## src/rtl/serial_feeder.sv

```systemverilog
// Parallel-to-serial feeder: accepts one MSB-bit word when idle and streams it
// one bit per cycle, LSB- or MSB-first, to a downstream shift register.
module serial_feeder #(
    parameter int MSB = 4
) (
    input  logic           clk,
    input  logic           rstn,
    input  logic [MSB-1:0] in_data,
    input  logic           in_valid,
    output logic           in_ready,
    input  logic           lsb_first,
    output logic           d,
    output logic           en,
    output logic           dir,
    output logic           busy,
    output logic           done
);

    localparam int CW = $clog2(MSB + 1);

    localparam logic [1:0] IDLE  = 2'd0;
    localparam logic [1:0] SHIFT = 2'd1;
    localparam logic [1:0] DONE  = 2'd2;

    localparam logic [CW-1:0] LAST_IDX = CW'(MSB - 1);

    logic [1:0]     r_state;
    logic [CW-1:0]  r_cnt;
    logic [MSB-1:0] r_shift;
    logic           r_d;
    logic           r_en;
    logic           r_dir;
    logic           r_done;

    // The outgoing bit is always taken from the end the frame order points at.
    function automatic logic head_bit(input logic [MSB-1:0] data, input logic lsb);
        head_bit = lsb ? data[0] : data[MSB-1];
    endfunction

    function automatic logic [MSB-1:0] advance(input logic [MSB-1:0] data, input logic lsb);
        advance = lsb ? {1'b0, data[MSB-1:1]} : {data[MSB-2:0], 1'b0};
    endfunction

    assign in_ready = (r_state == IDLE);
    assign busy     = (r_state != IDLE);
    assign d        = r_d;
    assign en       = r_en;
    assign dir      = r_dir;
    assign done     = r_done;

    // Frame sequencing: capture on accept, stream MSB bits, one DONE cycle.
    always_ff @(posedge clk) begin
        if (!rstn) begin
            r_state <= IDLE;
            r_cnt   <= '0;
            r_shift <= '0;
            r_d     <= 1'b0;
            r_en    <= 1'b0;
            r_dir   <= 1'b0;
            r_done  <= 1'b0;
        end else begin
            case (r_state)
                IDLE: begin
                    r_done <= 1'b0;
                    if (in_valid) begin
                        r_d     <= head_bit(in_data, lsb_first);
                        r_shift <= advance(in_data, lsb_first);
                        r_dir   <= lsb_first;
                        r_en    <= 1'b1;
                        r_cnt   <= '0;
                        r_state <= SHIFT;
                    end else begin
                        r_d  <= 1'b0;
                        r_en <= 1'b0;
                    end
                end
                SHIFT: begin
                    r_cnt <= r_cnt + CW'(1);
                    if (r_cnt == LAST_IDX) begin
                        r_d     <= 1'b0;
                        r_en    <= 1'b0;
                        r_done  <= 1'b1;
                        r_state <= DONE;
                    end else begin
                        r_d     <= head_bit(r_shift, r_dir);
                        r_shift <= advance(r_shift, r_dir);
                    end
                end
                DONE: begin
                    r_d     <= 1'b0;
                    r_en    <= 1'b0;
                    r_done  <= 1'b0;
                    r_state <= IDLE;
                end
                default: begin
                    r_d     <= 1'b0;
                    r_en    <= 1'b0;
                    r_done  <= 1'b0;
                    r_state <= IDLE;
                end
            endcase
        end
    end

endmodule

```

## config.mk

```make
export PLATFORM = sky130hd
export DESIGN_NAME = serial_feeder
export DESIGN_NICKNAME = d
export VERILOG_FILES = /design/src/rtl/serial_feeder.sv
export SDC_FILE = /design/constraint.sdc
export NUM_CORES = 1
export LEC_CHECK = 0
export BUFFER_PORTS_ARGS = -buffer_cell sky130_fd_sc_hd__buf_2
export CAP_MARGIN = 10
export CORE_AREA = 2 2 39 41
export DETAILED_ROUTE_END_ITERATION = 10
export DIE_AREA = 0 0 41 43
export PLACE_DENSITY = 0.72
export SYNTH_ARGS = -nofsm -noshare
export SYNTH_HDL_FRONTEND = slang
export SYNTH_SLANG_ARGS = --single-unit
```

## constraint.sdc

```tcl
create_clock -name clk -period 2 [get_ports clk]
set_clock_uncertainty 0.2 [all_clocks]
set_input_delay 0.4 -clock clk [delete_from_list [all_inputs] [get_ports clk]]
set_output_delay 0.4 -clock clk [all_outputs]
set_load 0.02 [all_outputs]
```

# ---- Word level (Yosys, flattened, before mapping)
# Index checks and enable logic that the tools add are counted.
dict set report op_classes {
  add_sub_neg 1
  multipliers 0
  div_mod_pow 0
  order_cmp 0
  eq_ne 5
  shift 0
  n_mux 18
  bitwise 0
  n_reduce_logical 8
}
# op count
set op_table {}
lappend op_table {{$mux W4} 4}
lappend op_table {{$pmux W4 S2} 1}
lappend op_table {{$reduce_and A2 Y1} 4}
lappend op_table {{$mux W1} 6}
lappend op_table {{$ne A2 B2 Y1 const B} 3}
lappend op_table {{$pmux W3 S2} 1}
lappend op_table {{$mux W2} 2}
lappend op_table {{$pmux W1 S2} 2}
lappend op_table {{$pmux W2 S2} 1}
lappend op_table {{$reduce_bool A2 Y1} 2}
lappend op_table {{$add A3 B1 Y3 const B} 1}
lappend op_table {{$eq A3 B2 Y1 const B} 1}
lappend op_table {{$mux W3} 1}
lappend op_table {{$reduce_and A3 Y1} 1}
lappend op_table {{$eq A2 B1 Y1 const B} 1}
lappend op_table {{$logic_not A2 Y1} 1}
dict set report totals {
  reg_bits 13
  latch_bits 0
  ramBits 0
  romBits 0
  input_bits 8
  output_inout_bits 6
  mem_count 0
}

# ---- Longest topological paths before layout
# Gate-level depths: netlist of run 1.
dict set report depth {
  depth_word 3
  mapped_depth 6
}

# ---- Worst setup path after synthesis of run 1
# OpenSTA, ideal clock, no wires.
dict set report synth_timing {
  path_kind {register to register}
  start {reg r_cnt[0]}
  end {reg r_shift[3]}
  setup_time_ns 0.116
  arrival_time_ns 1.285
  required_ns 1.684
  path_slack_ns 0.399
  path_stages_with_launch 7
  n_path_buf 0
  period_less_slack_ns 1.601
  path_cell_list {dfxtp_1 > ha_1 > ha_1 > nand2b_1 > a21oi_4 > o311ai_1 > o211a_1}
}
dict set report synth_via {
  elab_chain_cells 3
}
# item line_no
set synth_lines {}
lappend synth_lines {{from (decl)} 28} ;# logic [CW-1:0] r_cnt;
lappend synth_lines {{from (signal assigned)} 78} ;# r_cnt <= r_cnt + CW'(1);
lappend synth_lines {{$eq A3 B2 Y1} 79} ;# if (r_cnt == LAST_IDX) begin
lappend synth_lines {{$ne A2 B2 Y1 (no line)} --}
lappend synth_lines {{$reduce_and A3 Y1 (no line)} --}
lappend synth_lines {{to (signal assigned)} 67} ;# r_shift <= advance(in_data, lsb_first);
lappend synth_lines {{to (signal assigned)} 86} ;# r_shift <= advance(r_shift, r_dir);
lappend synth_lines {{to (decl)} 29} ;# logic [MSB-1:0] r_shift;
# No other way between the ends.
# A chain may end at the register's enable or synchronous reset.

# ---- Final worst setup path of run 1
dict set report layout_timing {
  start {reg r_cnt[0]}
  end {reg r_shift[1]}
}
# Same word-level chain as after synthesis.

==> impl_metrics.tcl, run 1 <==
set metrics [dict create \
    min_to "r_shift[0]" \
    post-route-worst-setup-slack_ns 0.2578 \
    max_freq_mhz 574.0 \
    antenna_found_initial 0 \
    reg2reg_from "r_cnt[0]" \
    yosysUniqueCellTypes 30 \
    cts_buffer_depth 2 \
    peakVddDrop_uv 322.9 \
    layout-drive-gt1-share_pct 24.71 \
    fin_tns_setup_ns 0 \
    busiest_layer "met2" \
    use_met3_pct 3.141 \
    clock-sinks 13 \
    worstSetupPathType "register to register" \
    reg2reg_to "r_shift[1]" \
    dp_slack_ns 0.2502 \
    synthArstFlopShare_pct 0 \
    clockRootBuffer "clkbuf_4" \
    cp-end-kind "register" \
    synthTopCellsByArea "dfxtp_1 (40%), mux2i_1 (7.7%), nand2_1 (4.6%), ha_1 (3.9%), o21ai_0 (3.1%)" \
    tightest_slew_ns 0.3574 \
    timing.final.max_slew_violations 0 \
    synth_area_per_cell_um2 8.984 \
    viasPerCell 5.396 \
    synth_top_area_share_pct 40.23 \
    fin_area_um2 732.0 \
    start_util_pct 46.75 \
    drt_wl_total_um 1255 \
    clk_pin_slew_ns 0.08 \
    cp_max_fo 7 \
    grt_use_met2_pct 30.94 \
    finalCritPeriodShare_pct 87.11 \
    portBuffers 13 \
    place_area_um2 704.4 \
    synth_top_area_cell "dfxtp_1" \
    die_w_um 41 \
    use_met1_pct 18.15 \
    nets 96 \
    power.share.clock_pct 29.6 \
    min_from "in_data[1]" \
    switching_power_w 0.0001608 \
    dr.pass1.iters 4 \
    combPwrFrac_pct 18.3 \
    power_density_mw_per_mm2 756.9 \
    avgRoutedWirePerCell_um 12.43 \
    vias 545 \
    final-seq-area_um2 260.3 \
    cts-buffers-inserted 3 \
    htreeDepth 1 \
    holdWs_ns 0.2289 \
    synth-main-ff-cell "dfxtp_1" \
    status "finished clean" \
    coreArea_mm2 0.001384 \
    grt_pass1_vias 518 \
    dp_hpwl_um 994.1 \
    globalplace.congestion 0.8381 \
    crit_slowest_cell "dfxtp_1" \
    multiInputGateArea_um2 340.3 \
    synth_area_um2 646.9 \
    fillers 134 \
    clock_latency_ns 0.28 \
    grt_max_degree 12 \
    p_leak_nw 0.3481 \
    sw_frac_of_total_pct 29.02 \
    ys_warn_count 0 \
    hp-class "primary input to register" \
    io_pins 14 \
    synth_nets 82 \
    drt_iter0_markers 5 \
    area_growth_syn_to_layout_pct 13.15 \
    intPower_w 0.0003933 \
    cts_tree "done" \
    hold_violations 0 \
    cp_slowest_stage_delay_ns 0.33 \
    synth-edff-count 0 \
    rsz0062_at_grt "false" \
    cts_setup_buffers 0 \
    crit_required_ns 2.01 \
    pwr-share-seq_pct 52.1 \
    cap_violations 0 \
    post_cts_resized 0 \
    ff2ff_path_depth 6 \
    r2r_slack_ns 0.26 \
    setup_violations 0 \
    slew_headroom_pct 76.17 \
    grt_usage_pct 17.41 \
    die_area_mm2 0.001763 \
    grt_pass1_wl_um 2063 \
    crit_chain "ha_1, ha_1, nand2b_1, a21oi_4, nand2_1, o22ai_1" \
    path_common_cell "ha_1" \
    worstSetupStartpointType "register" \
    period_needed_ns 1.742 \
    synthesis.instances 72 \
    ant_nets 0 \
    crit_arrival_ns 1.75 \
    diodes 0 \
    die_y_um 43 \
    seq_area_frac_synth_pct 40.23 \
    hold_buffers 0 \
    utilization_pct 52.89 \
    drc_errors 0 \
    grt_overflow 0 \
    num_rows 14 \
    ys_ff_latch 13 \
    holdPathStages 3 \
]
-- kinds of logic after synthesis --
group	share of synthesized area, %
buffers and inverters	7.156
muxes	9.478
AOI/OAI and AO/OA	16.64
adders and majority gates	3.868
DFF	40.23
and+or+nand+nor	22.63
-- layer usage --
metal  share of wire, %  vias up
li1                   -      275
met1                 42      258
met2                 53       10
met3                3.8        2
met4                1.7        0
met5                  0        -
-- placed cells by master (no fill, tap or decap) --
master	synthesis	final
nand2_1	8	8
mux2i_1	5	5
o311ai_1	1	1
nand3_1	2	2
inv_1	5	5
nor2_1	5	5
and2_1	2	2
o22ai_1	3	3
nor3_1	1	1
clkbuf_4	0	3
and3b_2	1	1
nand2b_4	1	1
buf_2	1	13
a22oi_1	1	1
ha_1	2	2
nand3b_1	1	1
o21ai_0	4	4
dfxtp_1	13	13
and2b_1	1	1
a21oi_1	2	2
mux2_2	1	1
a311oi_1	1	1
o211a_1	1	1
clkinv_2	0	1
nor2b_1	2	2
o21bai_1	1	1
a21oi_4	1	1
nand2b_1	2	2
and3_1	1	1
-- power by group through the flow --
stage          Sequential (W)  Combinational, W  Clock [W]
2_1_floorplan        0.000295         0.0000760          0
3_3_place_gp         0.000294          0.000100          0
3_5_place_dp         0.000294          0.000102          0
4_1_cts              0.000288          0.000103   0.000168
5_1_grt              0.000291          0.000115   0.000177
6_report             0.000289          0.000101   0.000164
-- worst max-delay path: cells and delay by family (launching register included) --
kind,cells,cell delay [ns]
flops,1,0.33
compound gates,2,0.39
simple gates,2,0.33
fa+ha+maj,2,0.42
-- through the flow --
stage,cells,total power [W]
floorplan,72,0.0003711
global placement,97,0.0003948
detailed placement,97,0.0003963
CTS,101,0.0005590
global route,101,0.0005827
finish,101,0.0005541
-- registers in the layout (all words and copies together) (netlist names) --
| name | count |
|---|---|
| r_state | 2 |
| en | 1 |
| dir | 1 |
| r_cnt | 3 |
| done | 1 |
| d | 1 |
| r_shift | 4 |
-- synthesized netlist by cell type (2+ instances only) --
library cell,count
dfxtp_1,13
nand2_1,8
inv_1,5
mux2i_1,5
nor2_1,5
o21ai_0,4
o22ai_1,3
a21oi_1,2
and2_1,2
ha_1,2
nand2b_1,2
nand3_1,2
nor2b_1,2
-- layout make-up --
cell class                 count  area share [%]
clock inverter                 1          0.6838
multi-input combinational     50           46.50
clock buffer                   3           3.077
inverter                       5           2.564
sequential                    13           35.56
timing repair buffer          13           8.889
tap                           16           2.735
-- worst max path at each step --
stage                        start          to  slack (ns)
after floorplan           r_cnt[0]  r_shift[3]        0.40
after global placement    r_cnt[0]  r_shift[3]        0.35
after detailed placement  r_cnt[0]  r_shift[0]        0.25
after CTS                 r_cnt[0]  r_shift[0]        0.25
after global routing      r_cnt[0]  r_shift[0]        0.07
final                     r_cnt[0]  r_shift[1]        0.26
Note: power is estimated with default switching activity, not from simulation.
==> run 2: changes to the inputs <==
Settings changed: CORE_AREA 2 2 39 41 to not set, CORE_MARGIN set to 2, CORE_UTILIZATION set to 45, DIE_AREA 0 0 41 43 to not set, PLACE_DENSITY 0.72 to 0.71.
Clock period 2 ns to 1.6 ns, I/O delays scaled along.
==> run 2 against run 1 <==
Setup slack worse by 0.26 ns. Non-clock buffer count up 5. Register-to-register slack worse by 0.26 ns. Maximum frequency rose by 8.9%. Clock power increased by 24%. Via count is 3.1% higher. Critical path depth is the same. Die area is 0.35% lower. Final cell count up 4.0%. Combinational power increased by 51%. Final area grew 14%. Global-route usage decreased by 2.0 points. Critical path type unchanged.
==> impl_metrics.tcl, run 2 (same netlist as run 1, synthesis figures left out) <==
set metrics [dict create \
    status "finished clean" \
    rsz0062_at_grt "true" \
    layout-drive-gt1-share_pct 41.11 \
    largest_reg_flops 4 \
    final_cell_mix "buf_2 (13), dfxtp_1 (10), nand2_1 (7)" \
    vias 562 \
    cts_tree "done" \
    cap_violations 0 \
    grt_max_degree 12 \
    power_density_mw_per_mm2 866.3 \
    worstSetupStartpointType "register" \
    portBuffers 13 \
    instances_no_fill 105 \
    grt_pass1_vias 536 \
    finalCritPeriodShare_pct 99.97 \
    viasPerCell 5.352 \
    cts-buffers-inserted 3 \
    htreeDepth 1 \
    clock_latency_ns 0.27 \
    drc_errors 0 \
    grt_overflow 0 \
    globalplace.congestion 0.8627 \
    cp-end-kind "register" \
    crit_required_ns 1.59 \
    start_util_pct 49.10 \
    diodes 0 \
    placed_cells 99 \
    hp-class "primary input to register" \
    hold_buffers 0 \
    dr.pass1.iters 4 \
    ant_nets 0 \
    cp_max_fo 5 \
    avgRoutedWirePerCell_um 12.76 \
    top_regs "r_shift x4, r_cnt x3, r_state x2" \
    clockRootBuffer "clkbuf_4" \
    top_register "r_shift" \
    hold_violations 0 \
    timing.final.max_slew_violations 0 \
    die_area_mm2 0.001757 \
    area_growth_syn_to_layout_pct 29.21 \
    nets 101 \
    drt_iter0_markers 10 \
    antenna_found_initial 0 \
    grt_pass1_wl_um 2118 \
    io_pins 14 \
    r2r_slack_ns 0.0004 \
    peakVddDrop_uv 596.6 \
    crit_arrival_ns 1.59 \
    tightest_slew_ns 0.3523 \
    slew_headroom_pct 76.51 \
    clk_pin_slew_ns 0.08 \
    power_w 0.0007241 \
    fillers 120 \
    path_common_cell "ha_4" \
    die_w_um 41.92 \
    setup_violations 0 \
    dp_hpwl_um 924.7 \
    coreArea_mm2 0.001318 \
    period_needed_ns 1.600 \
    p_leak_nw 0.3774 \
    drt_wl_total_um 1340 \
    num_rows 13 \
    clock-sinks 13 \
    layout_commonest_cell "buf_2" \
    grt_usage_pct 15.42 \
    cp_slowest_stage_delay_ns 0.34 \
    worstSetupPathType "register to register" \
    max_freq_mhz 625.2 \
    crit_slowest_cell "dfxtp_2" \
    die_y_um 41.92 \
    cts_buffer_depth 2 \
    crit_chain "ha_4, ha_4, nand2b_4, a21oi_4, nor2_2, a311oi_2" \
]
[run 2: cell count changes in the layout (fill, tap and decap cells not counted), sizes merged]
| cell | change |
|---|---|
| clkinv | -1 |
| clkbuf | +1 |
| buf | +5 |
[run 2: metal layers]
layer	track usage, %	wire, µm	up-vias	share of wire, %
met5	0	0	-	0
met4	7.742	10	0	0.75
met3	3.043	51	4	3.8
met2	25.94	687	16	51
met1	18.45	590	256	44
li1	-	-	286	-
[run 2: cell type report]
cell class                 instances  area (µm²)  area share [%]
tap                               15       18.77           2.246
clock buffer                       4       26.28           3.144
multi-input combinational         50       405.4           48.50
timing repair buffer              18       102.6           12.28
inverter                           5       18.77           2.246
sequential                        13       264.0           31.59
[run 2: worst paths after layout]
path               from         end  depth (start not counted)
max            r_cnt[1]  r_shift[0]                          6
min            in_valid          en                          3
max reg2reg    r_cnt[1]  r_shift[0]                          6
min reg2reg  r_shift[2]  r_shift[2]                          2
[run 2: worst max-delay path, delay by kind of cell (launching register included)]
kind            cells  cell delay [ns]
compound gates      2             0.45
fa+ha+maj           2             0.31
flops               1             0.34
simple gates        2             0.22
[run 2: repair_timing]
item | in CTS | in global routing
buffers inserted | 1 | 1
endpoints found under the setup margin | 6 | 6
gates resized for setup | 5 | 9
endpoints found under the hold margin | 0 | 0
pin swaps | 4 | 7
[run 2: power by group]
part / switching [W] / total, W / internal, W
registers: 0.0000219 / 0.000367 / 0.000345
clock network: 0.000108 / 0.000204 / 0.0000963
logic: 0.0000804 / 0.000153 / 0.0000722
[run 2: through the flow]
stage | util [%] | setup TNS (ns) | hold slack (ns) | setup slack [ns] | instance area, µm²
6_report | 63.44 | 0 | 0.1632 | 0.0004001 | 835.8
5_1_grt | 63.44 | -0.1684 | 0.1747 | -0.06578 | 835.8
4_1_cts | 59.45 | 0 | 0.1545 | 0.002100 | 783.3
3_5_place_dp | 55.65 | -0.1093 | 0.2599 | -0.05590 | 733.2
3_3_place_gp | 55.65 | 0 | 0.2708 | 0.008952 | 733.2
2_1_floorplan | - | 0 | 0.2462 | 0.01875 | 654.4
